$ cat src/rtl/prod_bin2bcd_seq_if.sv
// Handshake bundle between the product source and the BCD converter.
// The master drives load/bin_in and observes the converter's result; the
// slave is the converter itself.
interface prod_bin2bcd_seq_if #(
    parameter int WIDTH  = 12,
    parameter int DIGITS = 4
);
    logic                  load;
    logic [WIDTH-1:0]      bin_in;
    logic [4*DIGITS-1:0]   bcd;
    logic                  busy;
    logic                  done;

    modport master (
        output load,
        output bin_in,
        input  bcd,
        input  busy,
        input  done
    );

    modport slave (
        input  load,
        input  bin_in,
        output bcd,
        output busy,
        output done
    );
endinterface

$ cat src/rtl/prod_bin2bcd_seq.sv
// Sequential binary-to-BCD converter (shift-add-3 / double dabble).
// One input bit is consumed per clock; a conversion takes WIDTH edges from
// the accepted load to done. A load is accepted in IDLE or DONE only, so
// back-to-back conversions can restart on the done cycle.
// Optional build macro BCD_LEADING_ZERO_BLANK_EN: replaces leading zero
// digits (never digit 0) with 4'hF in the registered result.
module prod_bin2bcd_seq #(
    parameter int WIDTH  = 12,
    parameter int DIGITS = 4
) (
    input  logic                 clk,
    input  logic                 rst,
    prod_bin2bcd_seq_if.slave    bus
);

    localparam int CW = $clog2(WIDTH + 1);

    typedef enum logic [1:0] {
        IDLE,
        CONV,
        DONE
    } state_t;

    state_t                state;
    logic [WIDTH-1:0]      shreg;
    logic [4*DIGITS-1:0]   acc;
    logic [CW-1:0]         cnt;
    logic [4*DIGITS-1:0]   nxt_acc;
    logic [4*DIGITS-1:0]   final_bcd;

    // Next accumulator: add 3 to every digit >= 5, then shift in the next input bit
    always_comb begin
        nxt_acc = acc;
        for (int i = 0; i < DIGITS; i++) begin
            if (nxt_acc[4*i +: 4] >= 4'd5) begin
                nxt_acc[4*i +: 4] = nxt_acc[4*i +: 4] + 4'd3;
            end
        end
        nxt_acc    = nxt_acc << 1;
        nxt_acc[0] = shreg[WIDTH-1];
    end

`ifdef BCD_LEADING_ZERO_BLANK_EN
    logic leading;

    // Blank leading zero digits from the top down, always keeping the units digit
    always_comb begin
        final_bcd = nxt_acc;
        leading   = 1'b1;
        for (int i = DIGITS - 1; i >= 1; i--) begin
            if (leading && (nxt_acc[4*i +: 4] == 4'd0)) begin
                final_bcd[4*i +: 4] = 4'hF;
            end else begin
                leading = 1'b0;
            end
        end
    end
`else
    // Without blanking the completed accumulator is the result as-is
    always_comb begin
        final_bcd = nxt_acc;
    end
`endif

    // Control FSM with registered handshake outputs and datapath registers
    always_ff @(posedge clk) begin
        if (rst) begin
            state    <= IDLE;
            shreg    <= '0;
            acc      <= '0;
            cnt      <= '0;
            bus.bcd  <= '0;
            bus.busy <= 1'b0;
            bus.done <= 1'b0;
        end else begin
            case (state)
                IDLE, DONE: begin
                    if (bus.load) begin
                        shreg    <= bus.bin_in;
                        acc      <= '0;
                        cnt      <= '0;
                        state    <= CONV;
                        bus.busy <= 1'b1;
                        bus.done <= 1'b0;
                    end
                end
                CONV: begin
                    acc   <= nxt_acc;
                    shreg <= shreg << 1;
                    cnt   <= cnt + 1'b1;
                    if (cnt == CW'(WIDTH - 1)) begin
                        bus.bcd  <= final_bcd;
                        state    <= DONE;
                        bus.busy <= 1'b0;
                        bus.done <= 1'b1;
                    end
                end
                default: begin
                    state    <= IDLE;
                    bus.busy <= 1'b0;
                    bus.done <= 1'b0;
                end
            endcase
        end
    end

endmodule

$ cat src/flat_wrapper.sv
// flat-port wrapper written by rule: the top's interface ports become plain ports
module prod_bin2bcd_seq_flat 
#(
    parameter int WIDTH  = 12,
    parameter int DIGITS = 4
)
  (clk, rst, bus_load, bus_bin_in, bus_bcd, bus_busy, bus_done);
  prod_bin2bcd_seq_if #(.WIDTH(WIDTH), .DIGITS(DIGITS)) bus_i ();
  input  logic clk;
  input  logic rst;
  input wire logic [$bits(bus_i.load)-1:0] bus_load;
  input wire logic [$bits(bus_i.bin_in)-1:0] bus_bin_in;
  output wire logic [$bits(bus_i.bcd)-1:0] bus_bcd;
  output wire logic [$bits(bus_i.busy)-1:0] bus_busy;
  output wire logic [$bits(bus_i.done)-1:0] bus_done;
  assign bus_i.load = bus_load;
  assign bus_i.bin_in = bus_bin_in;
  assign bus_bcd = bus_i.bcd;
  assign bus_busy = bus_i.busy;
  assign bus_done = bus_i.done;
  prod_bin2bcd_seq #(.WIDTH(WIDTH), .DIGITS(DIGITS)) u_core (.clk(clk), .rst(rst), .bus(bus_i));
endmodule
$ cat config.mk
export PLATFORM = sky130hd
export DESIGN_NAME = prod_bin2bcd_seq_flat
export DESIGN_NICKNAME = d
export VERILOG_FILES = /design/src/rtl/prod_bin2bcd_seq_if.sv /design/src/rtl/prod_bin2bcd_seq.sv /design/src/flat_wrapper.sv
export SDC_FILE = /design/constraint.sdc
export NUM_CORES = 1
export LEC_CHECK = 0
export CAP_MARGIN = 20
export CORE_ASPECT_RATIO = 1.2
export CORE_MARGIN = 5
export CORE_UTILIZATION = 36
export DETAILED_ROUTE_END_ITERATION = 10
export DONT_BUFFER_PORTS = 1
export PLACE_DENSITY = 0.54
export SLEW_MARGIN = 15
export SYNTH_ARGS = -nofsm -noshare
export SYNTH_HDL_FRONTEND = slang
export SYNTH_SLANG_ARGS = --single-unit
$ cat constraint.sdc
create_clock -name clk -period 1.85 [get_ports clk]
set_input_delay 0.37 -clock clk [delete_from_list [all_inputs] [get_ports clk]]
set_output_delay 0.37 -clock clk [all_outputs]
set_load 0.05 [all_outputs]
==> flow_summary.toml <==
[clock_tree]
cts_inserted_buffers = 5
ctsResizeCount = 0
root_buffer = "clkbuf_8"
cts_tree = "built"
cts.sinks = 51
cts_setup_buffers = 0
ctsHoldBuffers = 0
clk_pin_slew_ps = 90
htreeDepth = 2
clk_path_buf_depth = 2
clock_latency_ps = 310

[logic_synthesis]
ys_types = 36
ys_warn_count = 0
synth_ff_type = "dfxtp_1"
syn-num-nets = 271
synthCells = 247
syn_area_mm2 = 0.00239
synthArstFlopShare = 0
synth_most_common_cell = "dfxtp_1"
synth_top_cell_by_area = "dfxtp_1"
synth_edf_count = 0
yosys-top-cells-count = "dfxtp_1 (51), a21oi_1 (30), nor3b_1 (16), nand2_1 (15), a22oi_1 (14)"
synth_top_area_share = 0.427
synth_top_cells_by_area = "dfxtp_1 (43%), a21oi_1 (6.3%), nor3b_1 (5.0%), ha_1 (4.7%), a22oi_1 (4.4%)"
synth_seq_area_share = 0.427
ys_ff_latch = 51
synth.avg_cell_area_um2 = 9.68

[hold_path]
hold_path_class = "in2reg"
min_from = "rst"
whs_endpoint = "u_core.bus.bcd[3]$_SDFFE_PP0P_"
hold_path_depth = 1

[setup_path]
r2r-start = "u_core.acc[12]$_SDFFE_PP0P_"
r2r_end = "u_core.bus.bcd[14]$_SDFFE_PP0P_"
required_ps = 2050
rr_worst_depth = 6
r2r_setup_slack_ps = 240
endpoint_kind = "register"
startpoint_type = "register"
worstSetupPathType = "reg2reg"
cp.arrival_ps = 1820
worstPathMaxFanout = 5

[power_and_ir_drop]
p_total_mw = 1.98
irDropWorstVdd_mv = 0.347
power_density_mw_per_mm2 = 778
p_leak_nw = 0.997

[drt]
wl_um = 4830
route.vias.total = 1735
ant_nets = 0
wl_per_cell_um = 14.5
drc = 0
drt_iter0_markers = 107
firstDrtPassIters = 4
vias_per_cell = 5.21

[timing]
fin_crit_sh = 0.871
worst_slew_pin_slew_ps = 682
setup_viol = 0
min_period_ps = 1610
rsz0062_at_grt = "false"
max_slew_margin = 0.543
skew_ps = 7.51
drv_slew = 0
hold_viol_final = 0
finalSetupTns_ps = 0
fmax_ghz = 0.621

[floorplanning]
die_area_mm2 = 0.00838
core_mm2 = 0.00645
start_util = 0.371
die_w_um = 84.4
ioPinCount = 33
rows = 32
die_h_um = 99.3

[status]
outcome = "complete, no violations"

[global_route]
grt_pass1_wl_um = 8050
grt_pass1_vias = 1716
track_usage = 0.117
grt_max_degree = 46
antenna_found_initial = 0
grt.overflow.total = 0

[final_layout]
area_growth_pct = 6.54
drive_above_1_share = 0.145
layout.nets = 271
n_antenna_cell = 0

[flow_run]
drv_cap = 0

[place]
gp_congestion = 0.769
dpl.hpwl_um = 3320
port-buffer-count = 0
[area by class of cell]
| class | instances | area, um^2 |
|---|---|---|
| clock buffers | 8 | 100 |
| fillers | 659 | 3900 |
| inverters | 9 | 33.8 |
| multi-input cells | 173 | 1220 |
| flip-flops and latches | 51 | 1020 |
| well taps | 85 | 106 |
| repair buffers | 7 | 65.1 |
[routing by layer]
metal / track usage / wire length, um
met4: 0.0292 / 26
met2: 0.208 / 2320
met1: 0.132 / 2150
met5: 0 / 0
met3: 0.0456 / 339
[worst max path at each step]
stage	from	endpoint	slack [ps]	depth (start not counted)
6_report	u_core.acc[12]$_SDFFE_PP0P_	u_core.bus.bcd[14]$_SDFFE_PP0P_	240	6
4_1_cts	u_core.acc[13]$_SDFFE_PP0P_	u_core.bus.bcd[14]$_SDFFE_PP0P_	230	6
3_3_place_gp	u_core.acc[13]$_SDFFE_PP0P_	u_core.bus.bcd[14]$_SDFFE_PP0P_	240	6
3_5_place_dp	u_core.acc[12]$_SDFFE_PP0P_	u_core.bus.bcd[14]$_SDFFE_PP0P_	290	6
5_1_grt	u_core.acc[13]$_SDFFE_PP0P_	u_core.bus.bcd[14]$_SDFFE_PP0P_	140	6
2_1_floorplan	u_core.state[1]$_SDFFE_PP0P_	u_core.bus.bcd[14]$_SDFFE_PP0P_	330	5
[sequential cells by signal, summed over array words and instances (netlist names)]
name and flops:
u_core.bus.busy 1, u_core.state 2, u_core.acc 16, u_core.bus.bcd 16, u_core.cnt 4, u_core.shreg 12
[layout by cell type, fill, tap and decap left out]
master,n
dfxtp_1,51
a21oi_1,30
nor3b_1,16
nand2_1,15
a22oi_1,14
nor2_1,13
o21ai_0,11
inv_1,9
ha_1,9
a22o_1,7
nor2_2,7
a211oi_2,7
a21o_1,7
clkbuf_8,7
nand2b_1,6
buf_4,6
mux2i_1,5
xnor2_1,4
nor3_1,4
nand3_1,4
nor2_8,2
and2b_4,1
nor2b_1,1
nor3_2,1
a21oi_2,1
nand3b_4,1
nand3b_1,1
o21bai_1,1
nand4_1,1
mux2_4,1
or3b_1,1
o41ai_1,1
nor3_4,1
clkbuf_1,1
buf_12,1
[metrics by stage]
| step | setup WS, ps | instances | hold slack [ps] | cell area, um^2 | util |
|---|---|---|---|---|---|
| final | 238 | 333 | 121 | 2550 | 0.395 |
| after global routing | 137 | 333 | 98.9 | 2550 | 0.395 |
| after CTS | 229 | 333 | 115 | 2550 | 0.395 |
| after detailed placement | 287 | 325 | 442 | 2450 | 0.380 |
| after global placement | 240 | 325 | 439 | 2450 | 0.380 |
| after floorplan | 328 | 247 | 437 | 2390 | - |
[kinds of logic after synthesis]
family                     Yosys count  share of synthesized area
buffers and inverters               23                     0.0623
and+or+nand+nor                     75                      0.197
adders and majority gates            9                     0.0471
muxes                                6                     0.0272
xor gates and xnor gates             4                     0.0147
AOI/OAI and AO/OA                   79                      0.224
DFF                                 51                      0.427
[worst max-delay path, cell delays in order (launching register included)]
cell      delay, ps
dfxtp_1         360
inv_1            70
ha_1            230
nand2b_1         90
a21oi_2         200
mux2_4          330
o41ai_1         230
[report_power, final]
part	leakage, nW	internal (mW)	total (mW)	switching (mW)
Sequential	0.413	1.12	1.15	0.0243
Combinational	0.532	0.0441	0.122	0.0779
Clock	0.0515	0.342	0.713	0.371
Total	0.997	1.51	1.98	0.473
(Power assumes the default switching activity.)
